<file path="config.mk">
export PLATFORM = sky130hd
export DESIGN_NAME = next_pc_gen_mod
export DESIGN_NICKNAME = d
export VERILOG_FILES = /design/src/rtl/btb_pkg.sv /design/src/rtl/btb_table_mod.sv /design/src/rtl/next_pc_gen_mod.sv
export SDC_FILE = /design/constraint.sdc
export NUM_CORES = 2
export LEC_CHECK = 0
export CAP_MARGIN = 20
export CORE_MARGIN = 2
export CORE_UTILIZATION = 30
export CTS_BUF_LIST = sky130_fd_sc_hd__clkbuf_2 sky130_fd_sc_hd__clkbuf_4 sky130_fd_sc_hd__clkbuf_8
export CTS_CLUSTER_DIAMETER = 30
export CTS_CLUSTER_SIZE = 28
export DETAILED_ROUTE_END_ITERATION = 12
export GPL_ROUTABILITY_DRIVEN = 0
export SYNTH_ARGS = -nofsm -noshare
export SYNTH_HDL_FRONTEND = slang
export SYNTH_SLANG_ARGS = --single-unit
</file>
<file path="constraint.sdc">
create_clock -name clk -period 8.3 [get_ports clk]
set_input_delay 2.075 -clock clk [delete_from_list [all_inputs] [get_ports clk]]
set_output_delay 2.075 -clock clk [all_outputs]
set_load 0.03 [all_outputs]
</file>
<file path="src/rtl/btb_pkg.sv">
// Shared types and constants for the next-PC generator and its BTB storage.
// Entry fields are held at full 32-bit width so every next-PC source is already zero-extended.
package btb_pkg;

    localparam int PC_MAX_W = 32;
    localparam int PC_STEP  = 4;

    localparam logic [1:0] SNT = 2'b00;
    localparam logic [1:0] WNT = 2'b01;
    localparam logic [1:0] WT  = 2'b10;
    localparam logic [1:0] ST  = 2'b11;

    typedef struct packed {
        logic                valid;
        logic [PC_MAX_W-1:0] tag;
        logic [PC_MAX_W-1:0] target;
        logic [1:0]          ctr;
    } btb_entry_t;

    localparam btb_entry_t BTB_RST_ENTRY = '{valid: 1'b0, tag: '0, target: '0, ctr: WNT};

endpackage

</file>
<file path="src/rtl/btb_table_mod.sv">
// Direct-mapped BTB storage: async lookup read, async probe read for the update side,
// one synchronous write port, and asynchronous clear of every entry.
module btb_table_mod
    import btb_pkg::*;
#(
    parameter int ENTRIES = 16,
    parameter int IDX_W   = $clog2(ENTRIES)
) (
    input  logic             clk,
    input  logic             rst_n,
    input  logic [IDX_W-1:0] lk_idx_i,
    output btb_entry_t       lk_entry_o,
    input  logic [IDX_W-1:0] pr_idx_i,
    output btb_entry_t       pr_entry_o,
    input  logic             wr_en_i,
    input  logic [IDX_W-1:0] wr_idx_i,
    input  btb_entry_t       wr_entry_i
);

    btb_entry_t entries_q [ENTRIES];
    btb_entry_t entries_d [ENTRIES];

    always_comb begin
        entries_d = entries_q;
        if (wr_en_i) begin
            entries_d[wr_idx_i] = wr_entry_i;
        end
    end

    always_ff @(posedge clk or negedge rst_n) begin
        if (!rst_n) begin
            for (int i = 0; i < ENTRIES; i++) begin
                entries_q[i] <= BTB_RST_ENTRY;
            end
        end else begin
            entries_q <= entries_d;
        end
    end

    // Reads see pre-write contents; a same-cycle update becomes visible next cycle.
    assign lk_entry_o = entries_q[lk_idx_i];
    assign pr_entry_o = entries_q[pr_idx_i];

endmodule

</file>
<file path="src/rtl/next_pc_gen_mod.sv">
// Fetch-side next-PC generator with a direct-mapped BTB and 2-bit saturating counters.
// Optional BTB_STATS_EN adds saturating lookup/hit/mispredict counters on extra outputs.
module next_pc_gen_mod
    import btb_pkg::*;
#(
    parameter int  N       = 10,
    parameter int  ENTRIES = 16,
    localparam int IDX_W   = $clog2(ENTRIES)
) (
    input  logic         clk,
    input  logic         rst_n,
    input  logic [N-1:0] pc_i,
    input  logic         stall_i,
    input  logic         ex_valid_i,
    input  logic         ex_is_branch_i,
    input  logic [N-1:0] ex_pc_i,
    input  logic         ex_taken_i,
    input  logic [N-1:0] ex_target_i,
    input  logic         ex_mispredict_i,
    input  logic [N-1:0] ex_correct_pc_i,
    output logic [31:0]  next_pc_o,
    output logic         pc_enable_o,
    output logic         pred_taken_o,
    output logic         flush_o
`ifdef BTB_STATS_EN
    ,
    output logic [15:0]  stat_lookups_o,
    output logic [15:0]  stat_hits_o,
    output logic [15:0]  stat_mispredicts_o
`endif
);

    btb_entry_t          lk_entry;
    btb_entry_t          pr_entry;
    btb_entry_t          upd_entry;
    logic                upd_en;
    logic [IDX_W-1:0]    lk_idx;
    logic [IDX_W-1:0]    pr_idx;
    logic [PC_MAX_W-1:0] lk_tag;
    logic [PC_MAX_W-1:0] pr_tag;
    logic                lk_hit;
    logic                lk_taken;
    logic                pr_hit;
    logic                redirect;
    logic [N-1:0]        seq_pc;
    logic                unused_bits;

    function automatic logic [1:0] ctr_step(input logic [1:0] c, input logic up);
        if (up) begin
            return (c == ST) ? ST : c + 2'd1;
        end
        return (c == SNT) ? SNT : c - 2'd1;
    endfunction

    btb_table_mod #(.ENTRIES(ENTRIES), .IDX_W(IDX_W)) u_table (
        .clk        (clk),
        .rst_n      (rst_n),
        .lk_idx_i   (lk_idx),
        .lk_entry_o (lk_entry),
        .pr_idx_i   (pr_idx),
        .pr_entry_o (pr_entry),
        .wr_en_i    (upd_en),
        .wr_idx_i   (pr_idx),
        .wr_entry_i (upd_entry)
    );

    assign lk_idx   = pc_i[IDX_W+1:2];
    assign lk_tag   = PC_MAX_W'(pc_i[N-1:IDX_W+2]);
    assign lk_hit   = lk_entry.valid && (lk_entry.tag == lk_tag);
    assign lk_taken = lk_hit && lk_entry.ctr[1];

    assign pr_idx   = ex_pc_i[IDX_W+1:2];
    assign pr_tag   = PC_MAX_W'(ex_pc_i[N-1:IDX_W+2]);
    assign pr_hit   = pr_entry.valid && (pr_entry.tag == pr_tag);

    assign seq_pc   = pc_i + N'(PC_STEP);
    assign redirect = ex_valid_i & ex_mispredict_i;

    assign unused_bits = ^{ex_pc_i[1:0], lk_entry.ctr[0]};

    always_comb begin
        if (redirect) begin
            next_pc_o = PC_MAX_W'(ex_correct_pc_i);
        end else if (lk_taken) begin
            next_pc_o = lk_entry.target;
        end else begin
            next_pc_o = PC_MAX_W'(seq_pc);
        end
    end

    assign pc_enable_o  = ~stall_i | redirect;
    assign flush_o      = redirect;
    assign pred_taken_o = lk_taken & ~redirect;

    // Training ignores stall_i; a miss that resolves not-taken leaves the entry alone.
    always_comb begin
        upd_en    = 1'b0;
        upd_entry = pr_entry;
        if (ex_valid_i && ex_is_branch_i) begin
            if (pr_hit) begin
                upd_en        = 1'b1;
                upd_entry.ctr = ctr_step(pr_entry.ctr, ex_taken_i);
                if (ex_taken_i) begin
                    upd_entry.target = PC_MAX_W'(ex_target_i);
                end
            end else if (ex_taken_i) begin
                upd_en    = 1'b1;
                upd_entry = '{valid: 1'b1, tag: pr_tag, target: PC_MAX_W'(ex_target_i), ctr: WT};
            end
        end
    end

`ifdef BTB_STATS_EN
    logic [15:0] stat_lookups_q, stat_lookups_d;
    logic [15:0] stat_hits_q, stat_hits_d;
    logic [15:0] stat_mispredicts_q, stat_mispredicts_d;

    function automatic logic [15:0] sat_inc(input logic [15:0] v, input logic en);
        return (en && v != 16'hFFFF) ? v + 16'd1 : v;
    endfunction

    always_comb begin
        stat_lookups_d     = sat_inc(stat_lookups_q, pc_enable_o);
        stat_hits_d        = sat_inc(stat_hits_q, pc_enable_o & lk_hit);
        stat_mispredicts_d = sat_inc(stat_mispredicts_q, flush_o);
    end

    always_ff @(posedge clk or negedge rst_n) begin
        if (!rst_n) begin
            stat_lookups_q     <= '0;
            stat_hits_q        <= '0;
            stat_mispredicts_q <= '0;
        end else begin
            stat_lookups_q     <= stat_lookups_d;
            stat_hits_q        <= stat_hits_d;
            stat_mispredicts_q <= stat_mispredicts_d;
        end
    end

    assign stat_lookups_o     = stat_lookups_q;
    assign stat_hits_o        = stat_hits_q;
    assign stat_mispredicts_o = stat_mispredicts_q;
`endif

endmodule

</file>
======== Word-level counts from Yosys, hierarchy flattened ========
Index checks and enable logic that the tools add are counted.
storage, ports and cells
  flip-flop bits (word level) ............. 1072
  input bits .............................. 47
  output and inout bits ................... 35
  logic and storage cells ................. 111
operators by class
  $add $sub $neg .......................... 3
  order comparisons ....................... 3
  equality and inequality tests ........... 3
  mux-type cells .......................... 25
  bitwise logic cells ..................... 7
  reduce and logical (&&, ||, !) cells .... 6
operator list
  operator               number
  $bwmux 1072            1
  $bmux 67 s4            2
  $mux 67                7
  $demux 67 s4           1
  $mux 32                3
  $eq 32x4->1            2
  $mux 34                1
  $mux 33                1
  $add 10x3->10 const B  1
  $ge 5x5->1 const B     2
  $not 4->5              2
  $mux 2                 4
  $logic_and 1x1->1      5
  $lt 5x1->1 const B     1
  $mux 1                 5
  $add 2x1->2 const B    1
  $and 1x1->1            2
  $eq 2x2->1 const B     1
  $logic_not 2->1        1
  $not 1->1              2
  $sub 2x1->2 const B    1
  $or 1x1->1             1

======== Depth between registers and ports, before layout ========
  depth in word-level cells ............... 12
  mapped depth ............................ 16
  mapped depth without buffers ............ 9

======== By module ========
A second synthesis with hierarchy kept.
second synthesis, totals
  cells, all modules ...................... 3668
  area total of the unflattened synthesis .. 56918.3 µm²
modules (own cells, without submodules)
  module           times used  cells each  area each (µm²)  seq. area each (µm²)
  btb_table_mod    1           3477        55567.0          26845.7
  next_pc_gen_mod  1           191         1351.3           0.0

======== Least setup slack after synthesis ========
Ideal clock, no wire load.
  path kind ............................... input to output
  start ................................... input port pc_i[2]
  end ..................................... output port next_pc_o[0]
  arrival ................................. 5.552 ns
  data required time ...................... 6.225 ns
  setup slack ............................. 0.673 ns
  cell stages on the path ................. 11
  buffers on the path ..................... 3
  cells stage by stage .................... clkbuf_1 > buf_1 > mux4_2 > mux4_2 > xnor2_1 > nand2_1 > nor3_1 > nand3_1 > clkbuf_1 > mux2i_1 > o21ai_0
between the ends
  longest elaborated chain between the ends .. 9
ends and longest elaborated chain
  what                                          RTL line               text
  from (decl)                                   next_pc_gen_mod.sv:12  input logic [N-1:0] pc_i,
  $not 4->5 (implied by the code) *             btb_table_mod.sv:41    assign lk_entry_o = entries_q[lk_idx_i];
  $bmux 67 s4 *                                 btb_table_mod.sv:41
  $mux 67 (implied by the code) * (2 in a row)  btb_table_mod.sv:41
  $eq 32x4->1                                   next_pc_gen_mod.sv:69  assign lk_hit = lk_entry.valid && (lk_entry.tag == lk_tag);
  $logic_and 1x1->1                             next_pc_gen_mod.sv:69
  $logic_and 1x1->1                             next_pc_gen_mod.sv:70  assign lk_taken = lk_hit && lk_entry.ctr[1];
  $mux 32 *                                     next_pc_gen_mod.sv:84  end else if (lk_taken) begin
  $mux 32 *                                     next_pc_gen_mod.sv:82  if (redirect) begin
  to (decl)                                     next_pc_gen_mod.sv:21  output logic [31:0] next_pc_o,
Every way passes the cells marked *; elsewhere a longest branch is shown, timed or not. The select of a mux whose other input is x is not followed.

======== Worst setup path after layout ========
  start ................................... input port pc_i[2]
  end ..................................... output port next_pc_o[7]
between the ends
  longest elaborated chain between the ends .. 9
  elaborated cells between the ends (all ways) .. 10
  classes of those cells .................. add/sub: 1; eq/ne: 1; mux: 5; bitwise: 1; reduce/logical: 2
ends and longest elaborated chain
  what                                        RTL line
  $not 4->5 (implied by the code)             btb_table_mod.sv:41
  $bmux 67 s4                                 btb_table_mod.sv:41
  $mux 67 (implied by the code) (2 in a row)  btb_table_mod.sv:41
  $eq 32x4->1                                 next_pc_gen_mod.sv:69
  $logic_and 1x1->1                           next_pc_gen_mod.sv:69
  $logic_and 1x1->1                           next_pc_gen_mod.sv:70
  $mux 32 *                                   next_pc_gen_mod.sv:84
  $mux 32 *                                   next_pc_gen_mod.sv:82
Marks and branches as above.

==> metrics <==
CP arrival=5.89 ns; Global Route met2 Usage=27.2%; clk_lat worst skew=0.94 ns; syn nets=3657; CTS resizes=0; Compound-Gate Fraction of Synth Area=2.50%; Post-DRT Antenna Nets=0; commonest non-fill, non-tap cells in the layout=dfrtp_1 (1056), mux2_2 (617), nor2b_1 (496); WP data required=6.23 ns; crit path launch=pc_i[2]; GRT met3 Usage=3.06%; Max rail drop VDD=0.112 mV; max FFs per register=1072; Die Wd=418 um; max-cap viol count=0; vias in the first global route=34000; final WL=144000 um; R2R Setup Slk=3.68 ns; post-synthesis mux area share=30.9%; GRT Overall Usage=16.6%; layer with the highest usage=met2; initial antenna violation count=5; fraction of layout cells with a size suffix above 1=41.0%; reg2reg start=u_table.entries_q[257]; HP Class=reg2reg; Slew Limit Fails=0; Post-synth EDFFs=0; Rel. slew slack=28.8%; Initial Util=30.3%; Biggest register=u_table.entries_q; worst-case clock buffer depth=3; Layout area overhead=16.6%; fin crit share=95.9%; worst-path fanout max=32; Min Clock Period, post-route=7.96 ns; Syn Std Cell Area=51500 sq um; synthesized flop and latch total=1072; Setup Viol. Count Final=0; RSZ-0062 raised after global routing=no; row count=151; postcts setup bufs=0; Net Sw Power=0.00314 W; Regs by FF count=u_table.entries_q (1072); Logic pwr share=6.1%; clock network power share=50.9%; largest net degree at the start of global routing=167; status=completed; Core Footprint=170000 sq um; DP HPWL=86200 um; final instance area=60000 sq um; Post-Synth Adder-Cell Area=0.0438%; die area=175000 sq um; drt first pass iters=5; CTS buffer count=209; PwrDens=207 nW/um^2; Root Driver=clkbuf_8; post-synthesis xor/xnor area fraction=0.289%; Layout Skew=0.0651 ns; Fmax=0.126 GHz; main flop type after synthesis=dfrtp_1; hold buffers post-CTS=0; cell internal pwr=0.00929 W; asr flop ratio synth=100%; Via density=5.24; Crit Path Category=in2out; total global routing overflow=0; 1st-iter DRT viols=2235; part of the power in registers=43.0%; commonest non-fill, non-tap cell in the layout=dfrtp_1; Die Ht=418 um; Slew @ Worst Pin=1.07 ns; final hold violations=0; final setup TNS=0 ns; io pins=82; grt met1 use=22.0%; Distinct cells, synth=68; Mapped Cells=3609; Net Sw Frac=25.3%; DR DRC count=0; fin nets=3756; global-route wire length before repair=220000 um; Port-buffer cells=79; CP startpoint kind=input pin; sequential area share after synthesis=52.2%; P_leak=27.5 nW; Post-Syn Area per Cell=14.3 sq um; Hold Crit Start=u_table.entries_q[532]; total number of vias=32000; Post-Synth Simple-Gate Area=11.4%; Clock transition at path regs=0.06 ns; CTS sink cnt=1072; H-Tree Depth=4; average wire per standard cell=23.6 um; Placed Area=54800 sq um; critical path capture point type=primary output; largest family of logic cells by synthesized area=multiplexers; Ys Warns=0; CTS tree=yes
-- synthesized netlist by cell type (16+ instances only) --
master / number / area [sq um]
a211oi_1: 20 / 150
mux4_2: 380 / 8560
mux2_2: 617 / 6950
nand3_1: 31 / 155
or2_2: 22 / 138
buf_1: 35 / 131
nor3_1: 113 / 566
buf_2: 90 / 450
clkbuf_1: 133 / 499
a21oi_1: 28 / 140
nor4_1: 78 / 488
dfstp_2: 16 / 420
buf_4: 26 / 195
mux2i_1: 26 / 260
nor2_1: 113 / 424
nand2_1: 51 / 191
nand4_1: 19 / 119
nor2b_1: 496 / 3100
o21ai_0: 32 / 160
dfrtp_1: 1056 / 26400
-- layer usage --
metal | wire, um | vias to the layer above | part of all wire [%]
li1 | - | 13700 | -
met1 | 62500 | 17200 | 43
met2 | 70300 | 829 | 49
met3 | 7020 | 255 | 4.9
met4 | 4330 | 0 | 3.0
met5 | 0 | - | 0
-- worst max-delay path: stages --
cell	delay, ns
buf_8	0.32
buf_4	0.47
mux4_2	0.58
mux2i_1	0.20
xor2_1	0.19
a21oi_1	0.14
o21ai_0	0.40
nand3_1	0.57
and2_1	0.34
o31ai_1	0.29
buf_4	0.23
-- final timing paths --
kind	to	depth (start not counted)
min in group asynchronous	u_table.entries_q[656]	1
hold reg to reg	u_table.entries_q[532]	1
setup reg to reg	u_table.entries_q[312]	12
setup / recovery	next_pc_o[7]	11
hold / removal	u_table.entries_q[532]	1
max in group asynchronous	u_table.entries_q[674]	2
-- layout make-up --
type	instances	area (sq um)
fill	16200	110000
sequential	1072	26800
multi-input combinational	2234	23200
clock buffer	253	3380
tap	2218	2780
timing repair buffer	179	1940
clock inverter	144	1780
inverter	12	47.5
antenna	3	7.51
-- cell families (layout without fill, tap and decap cells) --
group,count (synthesis),in the layout
other,0,3
AND/OR/NAND/NOR,998,998
multiplexers,1033,1033
adder cells (fa/ha/maj),2,2
flip-flops,1072,1072
buffers and inverters,303,588
AO/OA/AOI/OAI,184,184
XOR/XNOR,17,17
-- power by group through the flow --
stage	combinational [W]	sequential [W]	clock, W
2_1_floorplan	0.000443	0.00543	0
3_3_place_gp	0.000762	0.00544	0
3_5_place_dp	0.000768	0.00544	0
4_1_cts	0.000770	0.00535	0.00647
5_1_grt	0.000815	0.00536	0.00672
6_report	0.000758	0.00535	0.00633
-- metrics by stage --
| step | hold WS (ns) | power (W) | setup WS (ns) | cells | util, % |
|---|---|---|---|---|---|
| after global routing | 0.518 | 0.0129 | 0.102 | 6113 | 35.3 |
| after detailed placement | 0.482 | 0.00621 | 0.304 | 5714 | 32.3 |
| after global placement | 0.474 | 0.00620 | 0.303 | 5713 | 32.3 |
| after CTS | 0.500 | 0.0126 | 0.297 | 6111 | 35.3 |
| final | 0.497 | 0.0124 | 0.339 | 6115 | 35.3 |
| after floorplan | 0.452 | 0.00587 | 0.673 | 3609 | - |
No activity file was read; power rests on OpenSTA's default activity.
